`config.mk`:
```
export PLATFORM = sky130hd
export DESIGN_NAME = seq_detector_param
export DESIGN_NICKNAME = d
export VERILOG_FILES = /design/src/rtl/seq_detector_param.sv
export SDC_FILE = /design/constraint.sdc
export NUM_CORES = 1
export LEC_CHECK = 0
export CORE_MARGIN = 2
export CORE_UTILIZATION = 45
export DETAILED_ROUTE_END_ITERATION = 7
export GPL_TIMING_DRIVEN = 1
export PLACE_DENSITY_LB_ADDON = 0.12
export SLEW_MARGIN = 30
export SYNTH_ARGS = -nofsm -noshare
export SYNTH_HDL_FRONTEND = slang
export SYNTH_SLANG_ARGS = --single-unit
```
`constraint.sdc`:
```
create_clock -name clock -period 4.8 [get_ports clock]
set_input_delay 0.96 -clock clock [delete_from_list [all_inputs] [get_ports clock]]
set_output_delay 0.96 -clock clock [all_outputs]
set_load 0.01 [all_outputs]
```
`src/rtl/seq_detector_param.sv`:
```
// seq_detector_param: runtime-configurable Moore serial pattern detector with saturating match counter
//   clock        : system clock, rising edge
//   reset        : asynchronous active-high; restores the 1011 overlapping detector
//   enable       : sample sequence_in this cycle
//   sequence_in  : serial data bit
//   cfg_load     : strobe latching cfg_pattern / cfg_len / cfg_overlap
//   cfg_pattern  : pattern, bit [cfg_len-1] received first, bit [0] last
//   cfg_len      : pattern length, legal 1..MAX_LEN
//   cfg_overlap  : 1 = overlapping matches, 0 = history flushed after a match
//   count_clr    : synchronous clear of match_count
//   detector_out : registered match flag
//   match_count  : saturating match count
//   cfg_err      : one-cycle pulse after a rejected cfg_load
module seq_detector_param #(
    parameter int MAX_LEN = 8,
    parameter int CNT_W = 8,
    parameter int LEN_W = $clog2(MAX_LEN + 1)
) (
    input  logic               clock,
    input  logic               reset,
    input  logic               enable,
    input  logic               sequence_in,
    input  logic               cfg_load,
    input  logic [MAX_LEN-1:0] cfg_pattern,
    input  logic [LEN_W-1:0]   cfg_len,
    input  logic               cfg_overlap,
    input  logic               count_clr,
    output logic               detector_out,
    output logic [CNT_W-1:0]   match_count,
    output logic               cfg_err
);
    logic [MAX_LEN-1:0] pat_r, hist, hist_n, mask;
    logic [LEN_W-1:0]   len_r, fill, fill_n;
    logic               ovl_r, match, cfg_ok;
    logic [CNT_W-1:0]   count_n;
    always_comb begin
        hist_n  = {hist[MAX_LEN-2:0], sequence_in};
        fill_n  = (fill >= len_r) ? len_r : fill + LEN_W'(1);
        // shifting by len_r == MAX_LEN yields zero, so the mask becomes all ones
        mask    = ~({MAX_LEN{1'b1}} << len_r);
        match   = enable && !cfg_load && (fill_n == len_r) && (((hist_n ^ pat_r) & mask) == '0);
        cfg_ok  = (cfg_len != '0) && (cfg_len <= LEN_W'(MAX_LEN));
        count_n = count_clr ? CNT_W'(match)
                : (match && !(&match_count)) ? match_count + CNT_W'(1)
                : match_count;
    end
    always_ff @(posedge clock or posedge reset) begin
        if (reset) begin
            pat_r        <= MAX_LEN'(4'b1011);
            len_r        <= LEN_W'(4);
            ovl_r        <= 1'b1;
            hist         <= '0;
            fill         <= '0;
            detector_out <= 1'b0;
            match_count  <= '0;
            cfg_err      <= 1'b0;
        end else begin
            cfg_err     <= cfg_load && !cfg_ok;
            match_count <= count_n;
            if (cfg_load) begin
                if (cfg_ok) begin
                    pat_r        <= cfg_pattern;
                    len_r        <= cfg_len;
                    ovl_r        <= cfg_overlap;
                    hist         <= '0;
                    fill         <= '0;
                    detector_out <= 1'b0;
                end
            end else if (enable) begin
                detector_out <= match;
                hist         <= (match && !ovl_r) ? '0 : hist_n;
                fill         <= (match && !ovl_r) ? '0 : fill_n;
            end
        end
    end
endmodule

```
After elaboration in Yosys (flattened, before gate mapping)
Cells that the tools add are included.
{ "totals": {"regBits": 34, "output_inout_bits": 10, "inputBits": 19} }
{ "op_classes": {"n_bitwise": 3, "mux": 14, "n_reduce_logical": 18, "n_eq_ne": 2, "n_shift": 1, "n_lt_le_gt_ge": 2, "add_sub_neg": 2} }
{ "op_table": {"columns": ["cell", "count"], "rows": [
  ["two-way mux 7 bit", 4],
  ["two-way mux 4 bit", 5],
  ["two-way mux 8 bit", 2],
  ["adder 8 x 1 -> 8 bit, second input constant", 1],
  ["bitwise AND 8 bit", 1],
  ["zero test 8 bit", 1],
  ["NOT 8 bit", 1],
  ["AND reduction 8 bit", 1],
  ["left shift 8 x 4 -> 8 bit, first input constant", 1],
  ["XOR 8 bit", 1],
  ["logical AND 1 bit", 7],
  ["adder 4 x 1 -> 4 bit, second input constant", 1],
  ["equality test 4 bit", 1],
  [">= comparator 4 bit", 1],
  ["<= comparator 4 bit, second input constant", 1],
  ["zero test 1 bit", 4],
  ["AND reduction 2 bit", 2],
  ["nonzero test 2 bit", 2],
  ["nonzero test 4 bit", 1],
  ["two-way mux 1 bit", 3],
  ["inequality test 2 x 1 -> 1 bit, second input constant", 1]
]} }

Logic depth before layout (Yosys ltp)
{ "depth": {"depth_word": 9, "ltp_mapped": 10} }

Least setup slack after synthesis
Ideal clock, no wire load.
{ "synth_timing": {"path_kind": "input to register", "startpoint": "input enable", "endpoint": "register match_count[5]", "path_stages": 7, "path_slack_ns": 2.269, "required_time_ns": 4.675, "arrival_ns": 2.407, "cell_sequence": "nor2b_1 buf_1 o221ai_1 nor3_1 o21ai_2 nor4b_1 mux2_2"} }
{ "synth_between": {"elab_chain_len": 5} }
{ "synth_lines": {"columns": ["item", "line", "text"], "rows": [
  ["start: declaration", "21", "input logic enable,"],
  ["logical AND 1 bit (3 in series)", "41", "match = enable && !cfg_load && (fill_n == len_r) && (((hist_n ^ pat_r) & mask) == '0);"],
  ["logical AND 1 bit", "44", ": (match && !(&match_count)) ? match_count + CNT_W'(1)"],
  ["nonzero test 2 bit (no line)", null, null],
  ["end signal: assignment", "59", "match_count <= count_n;"],
  ["end: declaration", "29", "output logic [CNT_W-1:0] match_count,"]
]} }
Every way passes these cells.
A chain may end at the register's enable or synchronous reset.

Worst setup path in the final report
{ "layout_timing": {"startpoint": "input cfg_load", "endpoint": "register hist[0]"} }
{ "layout_between": {"elab_chain_len": 8, "word_cells_on_any_way": 11, "cone_classes": "eq/ne: 1; mux: 3; reduce/logical: 7"} }
{ "layout_lines": {"columns": ["item", "line", "text"], "rows": [
  ["start: declaration", "23", "input logic cfg_load,"],
  ["zero test 1 bit", "41", null],
  ["logical AND 1 bit (3 in series)", "41", null],
  ["logical AND 1 bit", "71", "hist <= (match && !ovl_r) ? '0 : hist_n;"],
  ["two-way mux 7 bit", "71", null],
  ["two-way mux 7 bit", "69", "end else if (enable) begin"],
  ["two-way mux 7 bit", "60", "if (cfg_load) begin"],
  ["end signal: assignment", "71", null],
  ["end: declaration", "32", "logic [MAX_LEN-1:0] pat_r, hist, hist_n, mask;"]
]} }
Several ways; a longest one is shown, not always the timed one. The select of a mux whose other input is x is not followed.

==> qor.yml <==
status: "complete, no violations"
tightest_slew_ns: 0.896
synth_area_um2: 1880
startpoint: "cfg_load"
place_congestion: 0.817
clock_latency_ns: 0.28
crit_chain: "clkdlybuf4s50_1 -> nor2b_1 -> o221ai_1 -> nor3_1 -> o21ai_2 -> nor2_1 -> o21ai_0"
synth_cell_types: 38
worstSetupEndpointType: "register"
final_hold_viol_count: 0
drive_gt1_share_pct: 14.7
drc: 0
post-dp-hpwl_mm: 2.88
utilization_pct: 56.6
netlist_instances: 192
grt_max_degree: 27
hold_class: "register to register"
cp_slowest_cell: "nor2_1"
worstPathMaxFanout: 17
drv_slew: 0
drt_iter0_drc: 66
yosysWarnings: 0
rsz0062_at_grt: "false"
detail-route-antenna-nets: 0
post_cts_buffers: 0
peakVddDrop_uv: 167
antenna_cells: 0
grt_overflow_total: 0
antenna_found_initial: 0
post_dp_cell_area_um2: 2190
holdBufCountCts: 0
ys_ff_latch: 34
fin_crit_ns: 3.26
tritoncts: "yes"
power_mw: 0.851
relSlewSlack_pct: 40.1
final_nets: 242
rows: 23
synth.avg_cell_area_um2: 9.81
critPathBufInv: 1
arrival_ns: 3.39
final_common_cell: "dfrtp_1"
r2r_start: "fill[0]"
leakagePower_nw: 0.928
detail_route.wl_per_cell_um: 14.9
clk_pin_slew_ns: 0.06
cts_buffer_depth: 2
grt_usage_pct: 19.0
clock.fmax_mhz: 306
area_growth_syn_to_layout_pct: 21.0
h-tree-depth: 2
crit_type: "input port to register"
min_from: "detector_out"
pre_cts_slack_ns: 1.28
cts_inserted_buffers: 5
setup_viol: 0
via_count: 1518
core-area_um2: 4030
io_pins: 29
maxCapViolCount: 0
cts_sinks: 34
fillers: 367
fp.dieH_um: 68.7
grt_pass1_wl_mm: 6.53
die-area_um2: 4720
start_util_pct: 46.8
vias_per_cell: 5.66
crit_path_start_kind: "input port"
cts-resized-gates: 0
finalSetupTns_ns: 0
path_delay_family: "simple AND/OR/NAND/NOR gates"
fin_ws_ns: 1.54
finClkSkew_ns: 0.00808
first_global_vias: 1409
dr.pass1.iters: 4
final_cell_mix: "dfrtp_1, clkdlybuf4s50_1, nand3_1"
synth_nets: 217
fin_crit_sh_pct: 68.0
port_buffers: 28
clockRootBuffer: "clkbuf_8"
crit_path_max_incr_delay_ns: 0.58
postRouteWirelength_mm: 4.01
yosysSeqAreaShare_pct: 45.5
power_density_nw_per_um2: 373
fp.dieW_um: 68.7
final_area_um2: 2280
critPathRequiredTime_ns: 4.92
report_power, final:
part	total (mW)	leakage [nW]	internal, mW	switching [mW]
Sequential	0.385	0.436	0.332	0.0533
Clock	0.213	0.0482	0.116	0.0972
Combinational	0.253	0.444	0.125	0.128
Total	0.851	0.928	0.573	0.278
sequential cells by signal (all words and copies together) (netlist names):
signal        count
match_count       8
hist              7
ovl_r             1
pat_r             8
len_r             4
fill              4
detector_out      1
cfg_err           1
per-layer routing:
metal	global-route usage, %	share of wire (%)
met3	5.36	4.5
met4	6.86	0.87
met1	25.1	47
met2	29.8	48
met5	0	0
final timing paths:
check	slack (ns)	to	cells after the start
setup / recovery	1.54	hist[0]	7
setup reg to reg	1.97	hist[0]	8
min in group asynchronous	0.95	pat_r[2]	2
hold / removal	0.52	detector_out	2
max in group asynchronous	3.18	len_r[2]	3
hold reg to reg	0.52	detector_out	2
stage by stage:
stage | hold slack, ns | instances
after global routing | 0.561 | 268
after CTS | 0.523 | 268
after global placement | 0.504 | 260
after floorplan | 0.491 | 192
final | 0.519 | 268
after detailed placement | 0.507 | 260
layout make-up:
| type | count | area (um2) | area share (%) |
|---|---|---|---|
| Clock buffer | 7 | 86.3 | 3.78 |
| Sequential cell | 34 | 857 | 37.6 |
| Tap cell | 50 | 62.6 | 2.74 |
| Inverter | 10 | 37.5 | 1.65 |
| Multi-Input combinational cell | 137 | 945 | 41.4 |
| Clock inverter | 1 | 5.00 | 0.219 |
| Timing Repair Buffer | 29 | 288 | 12.6 |
cell families after synthesis:
family          count (synthesis)  synth area share, %
buf+inv                        21                 4.38
xor+xnor                       13                 6.44
fa+ha+maj                       6                 3.98
compound gates                 44                 15.6
simple gates                   60                 15.8
flops                          34                 45.5
mux                            14                 8.30
synth_stat cells:
cell type / instances / area share, %
o21ai_2: 1 / 0.46
ha_1: 6 / 4.0
clkbuf_1: 6 / 1.2
o41ai_1: 3 / 1.4
nand4_1: 1 / 0.33
buf_1: 2 / 0.40
buf_2: 2 / 0.53
a21oi_2: 2 / 0.93
nand3_1: 17 / 4.5
mux2_2: 13 / 7.8
a311oi_1: 1 / 0.46
xor2_1: 6 / 2.8
or3b_2: 1 / 0.46
nor2b_1: 5 / 1.7
o211ai_1: 1 / 0.40
or4_1: 3 / 1.2
nor4b_1: 1 / 0.46
nor4_1: 1 / 0.33
a21oi_1: 10 / 2.7
nor2_1: 13 / 2.6
mux2i_1: 1 / 0.53
nand2b_1: 3 / 1.0
nand2_1: 11 / 2.2
a21boi_0: 1 / 0.40
dfstp_2: 5 / 7.0
xnor2_2: 1 / 0.86
nor3_1: 4 / 1.1
inv_1: 10 / 2.0
o221ai_1: 1 / 0.46
dfrtp_1: 29 / 39
o311ai_0: 2 / 0.93
a2111oi_0: 1 / 0.46
clkbuf_2: 1 / 0.27
o221a_2: 1 / 0.60
o31ai_1: 7 / 2.8
o21ai_0: 12 / 3.2
xnor2_1: 6 / 2.8
a32oi_1: 1 / 0.46
worst reg2reg max path, stage by stage, from the launching register on:
cell and delay (ns):
dfrtp_1 0.45, ha_1 0.26, xnor2_2 0.15, xnor2_1 0.13
or4_1 0.54, a21oi_2 0.15, o21ai_2 0.20, nor2_1 0.58
o21ai_0 0.21
No activity file was read; power rests on OpenSTA's default activity.
